### src/rtl/any1_pkg.sv
// Shared types, branch opcodes and arbiter FSM states for the any1 branch unit.
package any1_pkg;

    typedef logic [31:0] Instruction;
    typedef logic [63:0] Value;
    typedef logic [31:0] Address;

    // Branch opcode lives in the low byte of the instruction word.
    localparam logic [7:0] OP_BEQ  = 8'h40;
    localparam logic [7:0] OP_BNE  = 8'h41;
    localparam logic [7:0] OP_BLT  = 8'h42;
    localparam logic [7:0] OP_BGE  = 8'h43;
    localparam logic [7:0] OP_BLTU = 8'h44;
    localparam logic [7:0] OP_BGEU = 8'h45;

    typedef enum logic [1:0] {
        ST_IDLE = 2'd0,
        ST_EVAL = 2'd1,
        ST_OUT  = 2'd2
    } br_state_e;

    function automatic logic [7:0] br_opcode(input Instruction inst);
        return inst[7:0];
    endfunction

    function automatic logic [31:0] sat_inc32(input logic [31:0] cnt);
        return (cnt == 32'hFFFF_FFFF) ? cnt : cnt + 32'd1;
    endfunction

endpackage

### src/rtl/any1_eval_branch.sv
// Combinational branch-condition evaluator; unknown opcodes resolve not-taken.
module any1_eval_branch
    import any1_pkg::*;
(
    input  Instruction inst_i,
    input  Value       a_i,
    input  Value       b_i,
    output logic       takb_o
);

    always_comb begin
        takb_o = 1'b0;
        case (br_opcode(inst_i))
            OP_BEQ:  takb_o = (a_i == b_i);
            OP_BNE:  takb_o = (a_i != b_i);
            OP_BLT:  takb_o = ($signed(a_i) <  $signed(b_i));
            OP_BGE:  takb_o = ($signed(a_i) >= $signed(b_i));
            OP_BLTU: takb_o = (a_i <  b_i);
            OP_BGEU: takb_o = (a_i >= b_i);
            default: takb_o = 1'b0;
        endcase
    end

endmodule

### src/rtl/any1_branch_arbiter.sv
// Two-requester round-robin front end sharing one branch evaluator.
// A grant latches operands, the next edge registers the result, which is held until taken.
module any1_branch_arbiter
    import any1_pkg::*;
#(
    parameter int unsigned INST_BYTES  = 4,
    parameter int unsigned TAGW        = 4,
    parameter logic [31:0] CNT_RST_VAL = 32'h0000_0000
) (
    input  logic             clk_i,
    input  logic             rst_ni,
    input  logic             req0_v_i,
    output logic             req0_rdy_o,
    input  Instruction       req0_inst_i,
    input  Value             req0_a_i,
    input  Value             req0_b_i,
    input  Address           req0_pc_i,
    input  Address           req0_tgt_i,
    input  logic             req0_pred_i,
    input  logic [TAGW-1:0]  req0_tag_i,
    input  logic             req1_v_i,
    output logic             req1_rdy_o,
    input  Instruction       req1_inst_i,
    input  Value             req1_a_i,
    input  Value             req1_b_i,
    input  Address           req1_pc_i,
    input  Address           req1_tgt_i,
    input  logic             req1_pred_i,
    input  logic [TAGW-1:0]  req1_tag_i,
    input  logic             flush_i,
    output logic             res_v_o,
    input  logic             res_rdy_i,
    output logic             res_src_o,
    output logic [TAGW-1:0]  res_tag_o,
    output logic             res_takb_o,
    output logic             res_mispred_o,
    output Address           res_npc_o,
    output logic [31:0]      cnt_br_o,
    output logic [31:0]      cnt_mis_o
);

    br_state_e        state_q, state_d;
    logic             ptr_q;
    logic             can_accept_s, grant_s, gnt_idx_s, deliver_s, takb_s;
    Instruction       inst_q;
    Value             a_q, b_q;
    Address           pc_q, tgt_q;
    logic             pred_q, src_q;
    logic [TAGW-1:0]  tag_q;
    logic             res_src_q, res_takb_q, res_mis_q;
    logic [TAGW-1:0]  res_tag_q;
    Address           res_npc_q;
    logic [31:0]      cnt_br_q, cnt_mis_q;

    any1_eval_branch u_eval (
        .inst_i (inst_q),
        .a_i    (a_q),
        .b_i    (b_q),
        .takb_o (takb_s)
    );

    // Arbitration: a refill is only possible from IDLE or a draining OUT; reset masks grants.
    always_comb begin
        if (!rst_ni || flush_i) begin
            can_accept_s = 1'b0;
        end else if (state_q == ST_IDLE) begin
            can_accept_s = 1'b1;
        end else if (state_q == ST_OUT) begin
            can_accept_s = res_rdy_i;
        end else begin
            can_accept_s = 1'b0;
        end
        if (req0_v_i && req1_v_i) begin
            gnt_idx_s = ptr_q;
        end else begin
            gnt_idx_s = req1_v_i;
        end
        grant_s   = can_accept_s && (req0_v_i || req1_v_i);
        deliver_s = (state_q == ST_OUT) && res_rdy_i && !flush_i;
    end

    assign req0_rdy_o = grant_s && !gnt_idx_s;
    assign req1_rdy_o = grant_s &&  gnt_idx_s;

    // Next-state logic; flush overrides any handshake.
    always_comb begin
        state_d = state_q;
        if (flush_i) begin
            state_d = ST_IDLE;
        end else begin
            case (state_q)
                ST_IDLE: state_d = grant_s ? ST_EVAL : ST_IDLE;
                ST_EVAL: state_d = ST_OUT;
                ST_OUT: begin
                    if (grant_s) begin
                        state_d = ST_EVAL;
                    end else if (res_rdy_i) begin
                        state_d = ST_IDLE;
                    end else begin
                        state_d = ST_OUT;
                    end
                end
                default: state_d = ST_IDLE;
            endcase
        end
    end

    // Output decode from the state register only.
    always_comb begin
        res_v_o = (state_q == ST_OUT);
    end

    // State register.
    always_ff @(posedge clk_i or negedge rst_ni) begin
        if (!rst_ni) begin
            state_q <= ST_IDLE;
        end else begin
            state_q <= state_d;
        end
    end

    // Operand latch and round-robin pointer, updated only on a grant.
    always_ff @(posedge clk_i or negedge rst_ni) begin
        if (!rst_ni) begin
            ptr_q  <= 1'b0;
            inst_q <= '0;
            a_q    <= '0;
            b_q    <= '0;
            pc_q   <= '0;
            tgt_q  <= '0;
            pred_q <= 1'b0;
            tag_q  <= '0;
            src_q  <= 1'b0;
        end else if (grant_s) begin
            ptr_q  <= ~gnt_idx_s;
            inst_q <= gnt_idx_s ? req1_inst_i : req0_inst_i;
            a_q    <= gnt_idx_s ? req1_a_i    : req0_a_i;
            b_q    <= gnt_idx_s ? req1_b_i    : req0_b_i;
            pc_q   <= gnt_idx_s ? req1_pc_i   : req0_pc_i;
            tgt_q  <= gnt_idx_s ? req1_tgt_i  : req0_tgt_i;
            pred_q <= gnt_idx_s ? req1_pred_i : req0_pred_i;
            tag_q  <= gnt_idx_s ? req1_tag_i  : req0_tag_i;
            src_q  <= gnt_idx_s;
        end
    end

    // Result register, written at the end of EVAL unless the op is being flushed.
    always_ff @(posedge clk_i or negedge rst_ni) begin
        if (!rst_ni) begin
            res_src_q  <= 1'b0;
            res_tag_q  <= '0;
            res_takb_q <= 1'b0;
            res_mis_q  <= 1'b0;
            res_npc_q  <= '0;
        end else if ((state_q == ST_EVAL) && !flush_i) begin
            res_src_q  <= src_q;
            res_tag_q  <= tag_q;
            res_takb_q <= takb_s;
            res_mis_q  <= (takb_s != pred_q);
            res_npc_q  <= takb_s ? tgt_q : (pc_q + Address'(INST_BYTES));
        end
    end

    // Saturating statistics, counted only on a completed handshake.
    always_ff @(posedge clk_i or negedge rst_ni) begin
        if (!rst_ni) begin
            cnt_br_q  <= CNT_RST_VAL;
            cnt_mis_q <= CNT_RST_VAL;
        end else if (deliver_s) begin
            cnt_br_q  <= sat_inc32(cnt_br_q);
            cnt_mis_q <= res_mis_q ? sat_inc32(cnt_mis_q) : cnt_mis_q;
        end
    end

    assign res_src_o     = res_src_q;
    assign res_tag_o     = res_tag_q;
    assign res_takb_o    = res_takb_q;
    assign res_mispred_o = res_mis_q;
    assign res_npc_o     = res_npc_q;
    assign cnt_br_o      = cnt_br_q;
    assign cnt_mis_o     = cnt_mis_q;

endmodule

### config.mk
export PLATFORM = sky130hd
export DESIGN_NAME = any1_branch_arbiter
export DESIGN_NICKNAME = d
export VERILOG_FILES = /design/src/rtl/any1_pkg.sv /design/src/rtl/any1_eval_branch.sv /design/src/rtl/any1_branch_arbiter.sv
export SDC_FILE = /design/constraint.sdc
export NUM_CORES = 1
export LEC_CHECK = 0
export ABC_AREA = 0
export CAP_MARGIN = 0
export CORE_AREA = 2 2 222 224
export CTS_CLUSTER_SIZE = 20
export DETAILED_ROUTE_END_ITERATION = 8
export DIE_AREA = 0 0 224 226
export PLACE_DENSITY = 0.66
export SYNTH_ARGS = -nofsm -noshare
export SYNTH_HDL_FRONTEND = slang
export SYNTH_HIERARCHICAL = 1
export SYNTH_SLANG_ARGS = --single-unit
### constraint.sdc
create_clock -name clk_i -period 4.19 [get_ports clk_i]
set_input_delay 0.838 -clock clk_i [delete_from_list [all_inputs] [get_ports clk_i]]
set_output_delay 0.838 -clock clk_i [all_outputs]
set_load 0.02 [all_outputs]
==> results of run 1 <==
## area by class of cell
cell class / instances / area, um2 / share of cell area
multi-input combinational: 1241 / 8140 / 0.345
sequential: 312 / 7810 / 0.330
timing repair buffer: 536 / 5390 / 0.228
clock buffer: 57 / 1120 / 0.0476
tap: 622 / 778 / 0.0329
inverter: 76 / 285 / 0.0121
clock inverter: 8 / 93.8 / 0.00397
antenna: 1 / 2.50 / 0.000106
## registers in the layout, summed over array words and instances, names as in the netlist
name	cells
a_q	64
b_q	64
cnt_br_o	32
cnt_mis_o	32
pc_q	32
res_npc_o	32
tgt_q	32
inst_q	8
res_tag_o	4
tag_q	4
state_q	2
pred_q	1
ptr_q	1
res_mispred_o	1
res_src_o	1
res_takb_o	1
src_q	1
## layer usage
metal	global-route usage	vias up	part of all wire
met2	0.345	455	0.50
li1	-	6972	-
met1	0.235	6634	0.41
met3	0.0491	65	0.069
met5	0	-	0.0016
met4	0.0497	10	0.021
## worst register-to-register path, cell delays in order (launching register included)
cell	delay (ns)
dfrtp_1	0.38
ha_1	0.31
a21oi_1	0.16
o21ai_0	0.13
a221oi_1	0.49
a31oi_1	0.19
o31a_2	0.34
nor3_1	0.22
nor4b_1	0.13
o31ai_4	0.28
clkinv_1	0.35
nand2_1	0.54
o21ai_0	0.19
## path summary, 6_finish.rpt
| path | start | end | slack [ns] | cells after the start |
|---|---|---|---|---|
| worst max register to register | a_q[5]$_DFFE_PN0P_ | res_npc_o[16]$_DFFE_PN0P_ | 0.33 | 12 |
| worst max-delay path | a_q[5]$_DFFE_PN0P_ | res_npc_o[16]$_DFFE_PN0P_ | 0.33 | 12 |
| min in group clk_i | tag_q[2]$_DFFE_PN0P_ | res_tag_o[2]$_DFFE_PN0P_ | 0.47 | 2 |
| max in group asynchronous | rst_ni | b_q[23]$_DFFE_PN0P_ | 2.42 | 3 |
| worst min-delay path | rst_ni | pc_q[17]$_DFFE_PN0P_ | 0.40 | 2 |
| worst min register to register | tag_q[2]$_DFFE_PN0P_ | res_tag_o[2]$_DFFE_PN0P_ | 0.47 | 2 |
## stage by stage
stage                     cell area (um2)  hold slack [ns]  worst slack [ns]   util  total power, W
after floorplan                     16600            0.439             0.907      -         0.00538
after global placement              22400            0.451             0.400  0.463         0.00657
after detailed placement            22400            0.464             0.317  0.463         0.00666
after CTS                           23600            0.392             0.320  0.489         0.00994
after global routing                23600            0.419            0.0636  0.489          0.0104
final                               23600            0.395             0.331  0.489         0.00980
## where the power goes
group | switching [W] | internal (W)
combinational | 0.00131 | 0.00128
clock | 0.00126 | 0.00196
sequential | 0.000403 | 0.00358
==> impl_metrics.py, run 1 <==
metrics = {
    "cells_and_area": {
        "syn2layout_area_growth_pct": 42.4,
        "drive_gt1_frac": 0.0448,
        "final_common_cell": "clkdlybuf4s50_1",
        "fin_nets": 2735,
        "nFillCells": 4495,
        "final_cell_mix": "clkdlybuf4s50_1, dfrtp_1, nand2_1",
        "final_cells": 2853,
    },
    "timing": {
        "fin_crit_sh": 0.921,
        "hold_viol": 0,
        "fin_skew_ns": 0.0203,
        "tightest_slew_ns": 1.17,
        "max_freq_ghz": 0.259,
        "relSlewSlack": 0.211,
        "finalMaxSlewViolations": 0,
        "fin_crit_ns": 3.86,
        "fin_setup_tns_ns": 0,
        "rsz0062_at_grt": "no",
        "setup_viol": 0,
    },
    "worst_setup_path": {
        "crit_chain": "ha_1, a21oi_1, o21ai_0, a221oi_1, a31oi_1, o31a_2, nor3_1, nor4b_1, o31ai_4, clkinv_1, nand2_1, o21ai_0",
        "critPathMaxStageDelay_ns": 0.54,
        "startpoint_type": "flip-flop",
        "worst-path-buf-inv": 1,
        "path_common_cell": "o21ai_0",
        "critical_path.top_delay_family": "compound AO/OA/AOI/OAI gates",
        "critPathRequiredTime_ns": 4.59,
        "critPathMaxFanout": 12,
        "slowest_stage": "nand2_1",
        "path_class": "reg -> reg",
        "endpoint_kind": "flip-flop",
        "worstPathArrival_ns": 4.26,
    },
    "status": {
        "status": "completed",
    },
    "clocking": {
        "postCtsHoldBufs": 0,
        "cts_buffers": 37,
        "cts_root_buf": "clkbuf_16",
        "clk_latency_ns": 0.54,
        "cts_resized": 0,
        "clock-sinks": 312,
        "cts-htree-levels": 2,
        "clk_pin_slew_ns": 0.06,
        "cts_tree": "yes",
        "cts_buffer_depth": 3,
        "post-cts-setup-buffer-count": 0,
    },
    "detailed_routing": {
        "wl_um": 50300,
        "drt_pass1_iterations": 5,
        "drt_iter0_drc": 729,
        "dr_total_vias": 14100,
        "routed_via_density": 4.95,
        "antenna_left": 0,
        "wl_per_cell_um": 17.6,
        "drc": 0,
    },
    "placed_design": {
        "dp.cells": 2787,
        "dp_hpwl_um": 38800,
        "gp_congestion": 0.855,
        "portBuffers": 521,
    },
    "synthesis": {
        "synth_fp_nets": 2255,
        "ys_warn_count": 6,
        "syn_area_per_cell_um2": 9.62,
        "synth_area_mm2": 0.0166,
        "syn-instance-count": 1724,
    },
    "die": {
        "core_area_mm2": 0.0483,
        "row_count": 81,
        "dieWidth_um": 224,
        "ios": 570,
        "die_area_mm2": 0.0506,
        "dieHeight_um": 226,
        "initial_core_util": 0.343,
    },
    "grt": {
        "antenna_found_initial": 6,
        "grt_pass1_wl_um": 76600,
        "globalRouteOverflowTotal": 0,
        "track_usage": 0.194,
        "grt_pass1_vias": 14000,
        "grt_max_degree": 243,
    },
    "pwr": {
        "ir_worst_vdd_mv": 0.239,
        "leakage_nw": 10.9,
        "powerDensity_mw_per_mm2": 415,
    },
    "min_path": {
        "hold_class": "in -> async",
    },
    "run": {
        "maxCapViolCount": 0,
    },
}
Power figures use the tool's default switching activity.
==> run 2, diff against run 1 <==
--- a/config.mk
+++ b/config.mk
@@ -6,12 +6,12 @@
 export NUM_CORES = 1
 export LEC_CHECK = 0
 export ABC_AREA = 0
+export ABC_CLOCK_PERIOD_IN_PS = 4190
 export CAP_MARGIN = 0
-export CORE_AREA = 2 2 222 224
+export CORE_AREA = 2 2 224 226
 export CTS_CLUSTER_SIZE = 20
 export DETAILED_ROUTE_END_ITERATION = 8
-export DIE_AREA = 0 0 224 226
-export PLACE_DENSITY = 0.66
+export DIE_AREA = 0 0 226 228
 export SYNTH_ARGS = -nofsm -noshare
 export SYNTH_HDL_FRONTEND = slang
 export SYNTH_HIERARCHICAL = 1
==> impl_metrics.py, run 2 (synthesis gave the netlist of run 1 again) <==
metrics = {
    "worst_setup_path": {
        "worstPathArrival_ns": 4.20,
        "slowest_stage": "or4_1",
        "critPathRequiredTime_ns": 4.61,
        "startpoint_type": "flip-flop",
        "critical_path.top_delay_family": "compound AO/OA/AOI/OAI gates",
        "critPathMaxFanout": 11,
        "path_class": "reg -> reg",
        "critPathMaxStageDelay_ns": 0.57,
        "ff2ff_path_depth": 13,
        "crit_chain": "ha_1, nand4_1, or4_1, a21o_1, a31oi_1, o31ai_1, a21boi_2, nor4b_1, o31ai_4, clkinv_1, buf_4, o21a_1, a22o_1",
        "endpoint_kind": "flip-flop",
        "cp.depth": 13,
        "worst-path-buf-inv": 2,
    },
    "placed_design": {
        "dp_hpwl_um": 39500,
        "dp.cells": 2841,
        "portBuffers": 521,
        "gp_congestion": 0.813,
    },
    "timing": {
        "setup_viol": 0,
        "hold_viol": 0,
        "max_freq_ghz": 0.265,
        "finalMaxSlewViolations": 0,
        "tightest_slew_ns": 1.16,
        "rsz0062_at_grt": "no",
        "holdWs_ns": 0.105,
        "fin_crit_ns": 3.78,
        "fin_setup_tns_ns": 0,
        "relSlewSlack": 0.222,
        "fin_skew_ns": 0.0149,
        "fin_crit_sh": 0.901,
    },
    "clocking": {
        "cts_tree": "yes",
        "cts_buffer_depth": 3,
        "cts_buffers": 37,
        "clk_latency_ns": 0.54,
        "clk_pin_slew_ns": 0.06,
        "cts_root_buf": "clkbuf_16",
        "cts-htree-levels": 2,
        "post-cts-setup-buffer-count": 0,
        "clock-sinks": 312,
    },
    "detailed_routing": {
        "drt_iter0_drc": 560,
        "drt_pass1_iterations": 5,
        "antenna_left": 0,
        "routed_via_density": 4.81,
        "wl_um": 51300,
        "dr_total_vias": 14000,
        "wl_per_cell_um": 17.6,
        "drc": 0,
    },
    "pwr": {
        "leakage_nw": 10.9,
        "ir_worst_vdd_mv": 0.271,
        "powerDensity_mw_per_mm2": 416,
    },
    "cells_and_area": {
        "reg.largest.list": "a_q: 64 flops, b_q: 64 flops",
        "fin_nets": 2739,
        "nFillCells": 4738,
        "drive_gt1_frac": 0.0456,
        "final_common_cell": "clkdlybuf4s50_1",
        "final_cells": 2910,
        "syn2layout_area_growth_pct": 43.2,
        "final_cell_mix": "clkdlybuf4s50_1, dfrtp_1, nand2_1",
    },
    "die": {
        "core_area_mm2": 0.0493,
        "die_area_mm2": 0.0515,
        "dieHeight_um": 228,
        "dieWidth_um": 226,
        "ios": 570,
        "initial_core_util": 0.336,
        "row_count": 82,
    },
    "min_path": {
        "hold_class": "in -> async",
    },
    "grt": {
        "antenna_found_initial": 5,
        "track_usage": 0.197,
        "grt_max_degree": 224,
        "grt_pass1_wl_um": 78500,
        "grt_pass1_vias": 14100,
        "globalRouteOverflowTotal": 0,
    },
    "status": {
        "status": "completed",
    },
    "run": {
        "maxCapViolCount": 0,
    },
}
==> run 2: path summary, 6_finish.rpt <==
kind	from	to	slack, ns
hold / removal	rst_ni	res_npc_o[0]$_DFFE_PN0P_	0.11
setup reg to reg	a_q[11]$_DFFE_PN0P_	res_npc_o[27]$_DFFE_PN0P_	0.41
min in group clk_i	tag_q[3]$_DFFE_PN0P_	res_tag_o[3]$_DFFE_PN0P_	0.47
max in group asynchronous	rst_ni	cnt_mis_o[26]$_DFFE_PN0P_	2.38
setup / recovery	a_q[11]$_DFFE_PN0P_	res_npc_o[27]$_DFFE_PN0P_	0.41
hold reg to reg	tag_q[3]$_DFFE_PN0P_	res_tag_o[3]$_DFFE_PN0P_	0.47
==> run 2: through the flow <==
step | total power [W] | util | worst slack (ns) | cell area (um2)
2_1_floorplan | 0.00538 | - | 0.907 | 16600
4_1_cts | 0.0100 | 0.481 | 0.297 | 23700
3_5_place_dp | 0.00668 | 0.456 | 0.326 | 22500
6_report | 0.00987 | 0.481 | 0.415 | 23700
3_3_place_gp | 0.00660 | 0.456 | 0.367 | 22500
5_1_grt | 0.0105 | 0.481 | 0.118 | 23700
==> run 2: area by class of cell <==
| cell class | instances | area [um2] | area share |
|---|---|---|---|
| diodes | 3 | 7.51 | 0.000316 |
| flip-flops and latches | 312 | 7810 | 0.329 |
| inverters | 76 | 285 | 0.0120 |
| repair buffers | 540 | 5430 | 0.229 |
| well taps | 672 | 841 | 0.0354 |
| clock buffers | 59 | 1110 | 0.0468 |
| clock inverters | 7 | 114 | 0.00480 |
| multi-input cells | 1241 | 8150 | 0.343 |
==> run 2: metal layers <==
layer	up-vias	share of wire	GRT usage
li1	6975	-	-
met1	6549	0.42	0.241
met2	423	0.50	0.345
met3	54	0.067	0.0461
met4	2	0.019	0.0544
met5	-	0.00025	0
==> run 2: timing repair <==
action,CTS,global route
gates resized for setup,0,1
endpoints found under the setup margin,0,1
hold buffers,0,0
==> run 2: power breakdown <==
part | switching, W | internal (W) | total [W]
Clock | 0.00128 | 0.00200 | 0.00328
Sequential | 0.000398 | 0.00358 | 0.00398
Combinational | 0.00133 | 0.00129 | 0.00261
Total | 0.00300 | 0.00687 | 0.00987
